## src/rtl/miriscv_boot_pkg.sv

```systemverilog
// Shared types and constants for the miriscv boot loader.
// BOOT_CHECKSUM_EN adds a trailing XOR checksum byte and a CSUM state.
package miriscv_boot_pkg;

  localparam int HDR_BYTES      = 2;
  localparam int BYTES_PER_WORD = 4;

`ifdef BOOT_CHECKSUM_EN
  typedef enum logic [2:0] {
    HDR_LO, HDR_HI, DATA, WRITE, RUN, ERR, CSUM
  } boot_state_e;
`else
  typedef enum logic [2:0] {
    HDR_LO, HDR_HI, DATA, WRITE, RUN, ERR
  } boot_state_e;
`endif

endpackage

```

## src/rtl/miriscv_byte_packer.sv

```systemverilog
// Assembles little-endian 32-bit words from a byte stream.
// full_o flags the transfer that completes the current word.
module miriscv_byte_packer
  import miriscv_boot_pkg::*;
(
  input  logic        clk_i,
  input  logic        rst_i,
  input  logic        en_i,
  input  logic [7:0]  data_i,
  output logic [31:0] word_o,
  output logic        full_o
);

  localparam int CW = $clog2(BYTES_PER_WORD);

  logic [CW-1:0] cnt_q, cnt_d;
  logic [31:0]   word_q, word_d;

  always_comb begin
    cnt_d  = cnt_q;
    word_d = word_q;
    if (en_i) begin
      // newest byte enters at the top so the first lands in 7:0
      word_d = {data_i, word_q[31:8]};
      cnt_d  = cnt_q + 1'b1;
    end
  end

  always_ff @(posedge clk_i) begin
    if (rst_i) begin
      cnt_q  <= '0;
      word_q <= '0;
    end else begin
      cnt_q  <= cnt_d;
      word_q <= word_d;
    end
  end

  assign full_o = en_i &&
    (cnt_q == CW'(BYTES_PER_WORD - 1));
  assign word_o = word_q;

endmodule

```

## src/rtl/miriscv_boot_loader.sv

```systemverilog
// Streams a length-prefixed image into instruction RAM, then releases
// the core. BOOT_CHECKSUM_EN enables a trailing XOR checksum byte.
module miriscv_boot_loader
  import miriscv_boot_pkg::*;
#(
  parameter int RAM_SIZE = 512,
  parameter int ADDR_W   = $clog2(RAM_SIZE)
) (
  input  logic        clk_i,
  input  logic        rst_i,
  input  logic        byte_valid_i,
  input  logic [7:0]  byte_data_i,
  output logic        byte_ready_o,
  output logic        mem_we_o,
  output logic [31:0] mem_addr_o,
  output logic [31:0] mem_wdata_o,
  output logic        core_rst_n_o,
  output logic        done_o,
  output logic        err_o
);

  localparam int NW = HDR_BYTES * 8;

  boot_state_e   state_q, state_d;
  logic [7:0]    lo_q, lo_d;
  logic [NW-1:0] n_q, n_d;
  logic [ADDR_W-1:0] idx_q, idx_d;

  logic          xfer, pack_en, word_full;
  logic          n_ok, last_word;
  logic [NW-1:0] n_new;
  logic [31:0]   word;

  assign xfer    = byte_valid_i && byte_ready_o;
  assign pack_en = xfer && (state_q == DATA);
  assign n_new   = {byte_data_i, lo_q};
  assign n_ok    = (n_new != '0) &&
                   (32'(n_new) <= RAM_SIZE);
  assign last_word = (32'(idx_q) + 32'd1) >= 32'(n_q);

  miriscv_byte_packer u_packer (
    .clk_i  (clk_i),
    .rst_i  (rst_i),
    .en_i   (pack_en),
    .data_i (byte_data_i),
    .word_o (word),
    .full_o (word_full)
  );

`ifdef BOOT_CHECKSUM_EN
  logic [7:0] csum_q;

  always_ff @(posedge clk_i) begin
    if (rst_i)        csum_q <= '0;
    else if (pack_en) csum_q <= csum_q ^ byte_data_i;
  end
`endif

  always_ff @(posedge clk_i) begin
    if (rst_i) state_q <= HDR_LO;
    else       state_q <= state_d;
  end

  always_comb begin
    state_d = state_q;
    unique case (state_q)
      HDR_LO: if (xfer) state_d = HDR_HI;
      HDR_HI: if (xfer) state_d = n_ok ? DATA : ERR;
      DATA:   if (word_full) state_d = WRITE;
      WRITE: begin
        if (!last_word)  state_d = DATA;
`ifdef BOOT_CHECKSUM_EN
        else             state_d = CSUM;
`else
        else             state_d = RUN;
`endif
      end
`ifdef BOOT_CHECKSUM_EN
      CSUM: if (xfer)
        state_d = (byte_data_i == csum_q) ? RUN : ERR;
`endif
      RUN:     state_d = RUN;
      ERR:     state_d = ERR;
      default: state_d = ERR;
    endcase
  end

  // header and word-index registers
  always_comb begin
    lo_d  = lo_q;
    n_d   = n_q;
    idx_d = idx_q;
    if (xfer && state_q == HDR_LO) lo_d = byte_data_i;
    if (xfer && state_q == HDR_HI) n_d  = n_new;
    if (state_q == WRITE && !last_word)
      idx_d = idx_q + 1'b1;
  end

  always_ff @(posedge clk_i) begin
    if (rst_i) begin
      lo_q  <= '0;
      n_q   <= '0;
      idx_q <= '0;
    end else begin
      lo_q  <= lo_d;
      n_q   <= n_d;
      idx_q <= idx_d;
    end
  end

  always_comb begin
    byte_ready_o = 1'b0;
    mem_we_o     = 1'b0;
    mem_addr_o   = '0;
    mem_wdata_o  = '0;
    core_rst_n_o = 1'b0;
    done_o       = 1'b0;
    err_o        = 1'b0;
    if (!rst_i) begin
      unique case (state_q)
        HDR_LO, HDR_HI, DATA: byte_ready_o = 1'b1;
`ifdef BOOT_CHECKSUM_EN
        CSUM: byte_ready_o = 1'b1;
`endif
        WRITE: begin
          mem_we_o    = 1'b1;
          mem_addr_o  = 32'({idx_q, 2'b00});
          mem_wdata_o = word;
        end
        RUN: begin
          core_rst_n_o = 1'b1;
          done_o       = 1'b1;
        end
        ERR:     err_o = 1'b1;
        default: ;
      endcase
    end
  end

endmodule

```

## config.mk

```make
export PLATFORM = sky130hd
export DESIGN_NAME = miriscv_boot_loader
export DESIGN_NICKNAME = d
export VERILOG_FILES = /design/src/rtl/miriscv_boot_pkg.sv /design/src/rtl/miriscv_byte_packer.sv /design/src/rtl/miriscv_boot_loader.sv
export SDC_FILE = /design/constraint.sdc
export NUM_CORES = 1
export LEC_CHECK = 0
export ABC_AREA = 1
export CAP_MARGIN = 20
export CORE_AREA = 2 2 102 104
export DETAILED_ROUTE_END_ITERATION = 7
export DIE_AREA = 0 0 104 106
export GPL_TIMING_DRIVEN = 0
export PLACE_DENSITY = 0.7
export SYNTH_ARGS = -nofsm -noshare
export SYNTH_HDL_FRONTEND = slang
export SYNTH_HIERARCHICAL = 1
export SYNTH_SLANG_ARGS = --single-unit
```

## constraint.sdc

```tcl
create_clock -name clk_i -period 2.45 [get_ports clk_i]
set_input_delay 0.49 -clock clk_i [delete_from_list [all_inputs] [get_ports clk_i]]
set_output_delay 0.49 -clock clk_i [all_outputs]
set_load 0.02 [all_outputs]
```

==> results of run 1 <==
[area by class of cell]
type,instances,area (um2)
Multi-Input combinational cell,391,1857
Buffer,46,331.6
Timing Repair Buffer,63,548.0
Fill cell,1032,5022
Clock buffer,9,123.9
Tap cell,136,170.2
Sequential cell,70,1411
Inverter,113,424.2
Clock inverter,6,111.4
[path summary, 6_finish.rpt]
path / start / end / cells after the start
setup / recovery: idx_q[1] / idx_q[6] / 16
hold / removal: n_q[2] / n_q[2] / 2
setup reg to reg: idx_q[1] / idx_q[6] / 16
hold reg to reg: n_q[2] / n_q[2] / 2
[cell families (layout without fill, tap and decap cells)]
kind of cell,Yosys count,in the layout,share of synthesized area
compound gates,69,69,0.09175
xor+xnor,4,4,0.009207
fa+ha+maj,12,12,0.03946
buf+inv,159,237,0.1943
flops,70,70,0.3683
other cells,1,23,0.0009856
simple gates,283,283,0.2960
[state kept, by name, summed over array words and instances, names as in the netlist]
| register | cells |
|---|---|
| u_packer/cnt_q | 2 |
| idx_q | 9 |
| n_q | 16 |
| u_packer/word_o | 32 |
| lo_q | 8 |
| state_q | 3 |
[power by group]
| part | switching (uW) | leakage (uW) | internal (uW) |
|---|---|---|---|
| Sequential | 18.3 | 0.000568 | 1170 |
| Clock | 439 | 0.000115 | 670 |
| Combinational | 181 | 0.00166 | 116 |
[metrics by stage]
| step | instance area (um2) | instances |
|---|---|---|
| finish | 4977 | 834 |
| global route | 4977 | 834 |
| CTS | 4853 | 831 |
| detailed placement | 4618 | 812 |
| global placement | 4618 | 812 |
| floorplan | 3887 | 620 |
[tightest hold or removal path: stages (launching register included)]
cell and delay, ns:
dfxtp_1 0.30, inv_1 0.06, a21oi_1 0.06
[routing by layer]
layer,part of all wire,GRT usage,wire [um]
met3,0.040,0.03066,339
met2,0.45,0.2664,3865
met5,0,0,0
met1,0.49,0.1998,4156
met4,0.023,0.06950,199
[repair_timing]
| action | CTS | global route |
|---|---|---|
| endpoints found under the setup margin | 56 | 51 |
| resized for setup | 63 | 56 |
| cloned | 0 | 0 |
| pin swaps | 2 | 14 |
| setup buffers | 4 | 3 |
[Yosys cell counts, drive strengths merged]
cell type  number  area (um2)
a21o            1       7.510
a21oi          32       160.2
a31oi           1       6.260
buf            40       292.8
clkbuf          6       22.52
clkinv          1       3.750
conb            1       3.750
dfxtp          70        1401
ha             12       150.1
inv           112       420.4
nand2         111       431.7
nand3          11       65.06
nand4           1       6.260
nor2          156       590.6
nor3            2       20.02
o21ai          35       175.2
or2             2       12.52
xor2            4       35.03
==> impl_metrics.csv, run 1 <==
group,metric,value,unit
status,status,"finished clean",
finish,drive_gt1_frac,0.1619,
floorplanning,die-area,11020,um2
global_route,grt_antenna_before_repair,0,
synth,postSynthRegisterBits,70,
worst_setup_path,worstPathArrival,2.63,ns
global_route,grt_pass1_wl,14.52,mm
sta,slew_headroom,0.5406,
route,ant_nets,0,
route,drtPass1Iterations,4,
sta,maxSlewViolCount,0,
worst_setup_path,regToRegSetupSlack,0.05,ns
clock_network,cts_buffers,9,
sta,fmax,0.4164,GHz
finish,layout_common_cells,"150 x nor2_1, 109 x inv_1, 103 x nand2_1",
synth,yosysUniqueCellTypes,27,
sta,timing.final.hold_violations,0,
global_route,grt.total_usage,0.1592,
power,p_leak,0.002339,uW
worst_setup_path,cp_cell_sequence,"ha_4 > nand2_4 > nor2_4 > nand2_2 > nor3_2 > xor2_1 > ha_1 > nand2_1 > inv_1 > nand4_1 > nor2_1 > nor2_2 > nand3_2 > buf_6 > o21ai_2 > a21oi_1",
route,routed_wl,8.561,mm
finish,area_growth,30.81,%
power,p_total,2589,uW
synth,synth_area,3805,um2
synth,yosysSeqAreaShare,0.3683,
clock_network,clock_latency,0.34,ns
worst_setup_path,start_kind,"register",
power,ir_worst_vdd,371.5,uV
clock_network,postCtsHoldBufs,0,
worst_setup_path,path_max_fanout,8,
worst_setup_path,crit_buf_inv,2,
floorplanning,fp.dieW,104,um
worst_setup_path,slowest_stage,"dfxtp_4",
clock_network,cts_tree,"built",
route,wl_per_cell,10.26,um
synth,syn_inst,598,
worst_setup_path,crit_family,"simple AND/OR/NAND/NOR gates",
sta,min_period,2.402,ns
floorplanning,io_pins,80,
route,via_per_inst,4.295,
sta,tightestPinTransition,0.6892,ns
worst_hold_path,hp-class,"reg -> reg",
placed_design,gp_congestion,0.9137,
route,dr_total_vias,3582,
clock_network,cts.sinks,70,
sta,rsz0062_at_grt,"true",
sta,fin_crit_sh,0.9803,
finish,n_antenna_cell,0,
route,drt-initial-drc-count,139,
floorplanning,die_y,106,um
power,p_per_area,520.2,nW/um2
finish,layout_commonest_cell,"nor2_1",
worst_setup_path,worst_path_largest_cell_delay,0.38,ns
global_route,grt_max_degree,13,
clock_network,clockBufferDepth,2,
finish,final_nets,717,
global_route,grt_pass1_vias,3390,
floorplanning,start_util,0.3805,
synth,yosysWarnings,6,
placed_design,numPortBuffers,56,
placed_design,dpl_worst_slack,-0.7030,ns
floorplanning,core_region_area,10000,um2
worst_setup_path,setup.worst_path.class,"reg -> reg",
worst_setup_path,end_kind,"register",
synth,avgSynthCellArea,6.363,um2
clock_network,clk_pin_slew,0.07,ns
sta,setup_ws,0.04822,ns
sta,tns,0,ns
finish,utilization,0.4977,
worst_setup_path,worstPathRequired,2.67,ns
clock_network,cts-root-buf,"clkbuf_8",
floorplanning,fp-row-count,37,
sta,clock_skew,0.008148,ns
sta,setup_viol,0,
clock_network,htreeDepth,3,
global_route,grt-ovfl-total,0,
placed_design,hpwl,6.415,mm
sta,hold_ws,0.4610,ns
route,drc,0,
flow_run,drv_cap,0,
(Power assumes the default switching activity.)
==> run 2: changes to the inputs <==
Settings changed: CORE_AREA 2 2 102 104 to 2 2 90 92, DIE_AREA 0 0 104 106 to 0 0 92 94, PLACE_DENSITY 0.7 to 0.85, REMOVE_ABC_BUFFERS set to 1.
==> run 2 against run 1 <==
Worst setup slack hardly changed. Total power decreased by 12%. Hold slack barely moved. Sequential share of layout area is 1.7 points higher. Clock power down 28%. Critical endpoint is now idx_q[8].
==> impl_metrics.csv, run 2 (synthesized netlist as in run 1, its figures left out) <==
group,metric,value,unit
sta,min_period,2.402,ns
worst_setup_path,worstPathArrival,2.68,ns
power,p_per_area,482.7,nW/um2
global_route,grt_pass1_wl,13.61,mm
finish,layout_commonest_cell,"nor2_1",
clock_network,htreeDepth,3,
floorplanning,die_y,94,um
power,p_total,2270,uW
global_route,grt-ovfl-total,0,
sta,maxSlewViolCount,0,
placed_design,gp_congestion,0.8999,
sta,clock_skew,0.006478,ns
power,p_leak,0.002093,uW
route,wl_per_cell,10.52,um
route,ant_nets,0,
floorplanning,io_pins,80,
floorplanning,fp.dieW,92,um
status,status,"finished clean",
clock_network,clk_pin_slew,0.08,ns
finish,largest_reg_flops,32,
route,via_per_inst,4.604,
sta,tightestPinTransition,0.8885,ns
clock_network,cts_buffers,9,
floorplanning,core_region_area,7607,um2
finish,seqCellArea,1411,um2
placed_design,hpwl,5.385,mm
global_route,grt_antenna_before_repair,0,
global_route,grt_max_degree,51,
clock_network,clockBufferDepth,2,
global_route,grt.total_usage,0.1937,
power,ir_worst_vdd,267.9,uV
floorplanning,fp-row-count,32,
clock_network,postCtsHoldBufs,0,
sta,hold_ws,0.4615,ns
worst_setup_path,end_kind,"register",
finish,area_growth,23.61,%
finish,utilization,0.6183,
clock_network,clock_latency,0.34,ns
route,routed_wl,7.971,mm
sta,fin_crit_sh,0.9805,
worst_setup_path,path_max_fanout,4,
flow_run,drv_cap,0,
route,drc,0,
global_route,grt_pass1_vias,3231,
clock_network,cts_tree,"built",
worst_setup_path,start_kind,"register",
floorplanning,start_util,0.5002,
clock_network,cts.sinks,70,
worst_hold_path,hp-class,"reg -> reg",
sta,fmax,0.4163,GHz
sta,timing.final.hold_violations,0,
route,drt-initial-drc-count,174,
finish,multi_input_area,1927,um2
sta,rsz0062_at_grt,"true",
finish,final_nets,675,
finish,drive_gt1_frac,0.1021,
finish,nFillCells,691,
placed_design,numPortBuffers,56,
floorplanning,die-area,8648,um2
finish,layout_common_cells,"150 x nor2_1, 109 x inv_1, 102 x nand2_1",
worst_setup_path,worstPathRequired,2.73,ns
clock_network,cts-root-buf,"clkbuf_8",
worst_setup_path,setup.worst_path.class,"reg -> reg",
finish,n_antenna_cell,0,
route,dr_total_vias,3490,
sta,slew_headroom,0.4040,
sta,setup_viol,0,
route,drtPass1Iterations,4,
-- run 2: repair_timing --
action / 4_1_cts / 5_1_grt
resized for setup: 91 / 29
pin swaps: 7 / 11
endpoints found under the setup margin: 57 / 38
setup buffers: 4 / 1
cloned: 3 / 1
-- run 2: area by class of cell --
type,count,area share
tap,102,0.02713
sequential,70,0.3001
timing repair inverter,1,0.0007981
clock buffer,9,0.02634
inverter,113,0.09125
clock inverter,6,0.008247
multi-input combinational,394,0.4097
timing repair buffer,63,0.1365
-- run 2: worst paths after layout --
check / endpoint / slack, ns / from / cells after the start
setup / recovery: idx_q[8] / 0.05 / idx_q[1] / 15
hold / removal: lo_q[7] / 0.46 / lo_q[7] / 2
setup reg to reg: idx_q[8] / 0.05 / idx_q[1] / 15
hold reg to reg: lo_q[7] / 0.46 / lo_q[7] / 2
-- run 2: power breakdown --
group          switching (uW)  internal (uW)  total [uW]
logic                     203           88.3         291
clock network             436            359         795
registers                18.7           1160        1180
total                     658           1610        2270
-- run 2: per-stage QoR --
step	cell area [um2]	std cells	setup WS, ns	TNS (ns)
6_report	4703	758	0.04784	0
5_1_grt	4703	758	-0.1124	-1.015
4_1_cts	4593	756	-0.07006	-0.1394
3_5_place_dp	4315	734	-1.129	-53.67
3_3_place_gp	4260	732	-2.850	-152.72
2_1_floorplan	3572	574	-1.442	-43.42
-- run 2: critical path, cell delays in order (launching register included) --
cell and delay [ns]:
dfxtp_4 0.37, ha_4 0.15, nand2_4 0.06, nor2_4 0.09, nand2_4 0.07, nor3_4 0.21
xor2_2 0.19, ha_1 0.25, nand2_1 0.06, inv_1 0.04, nand4_1 0.11, nor2_2 0.08
nor2_4 0.19, buf_4 0.18, nand3_2 0.14, a21oi_1 0.17
-- run 2: per-layer routing --
layer  vias up  GRT usage  part of all wire
li1       1841          -                 -
met3        19    0.03210             0.054
met1      1541     0.2279              0.44
met2        89     0.3425              0.48
met5         -          0                 0
met4         0    0.09453             0.025
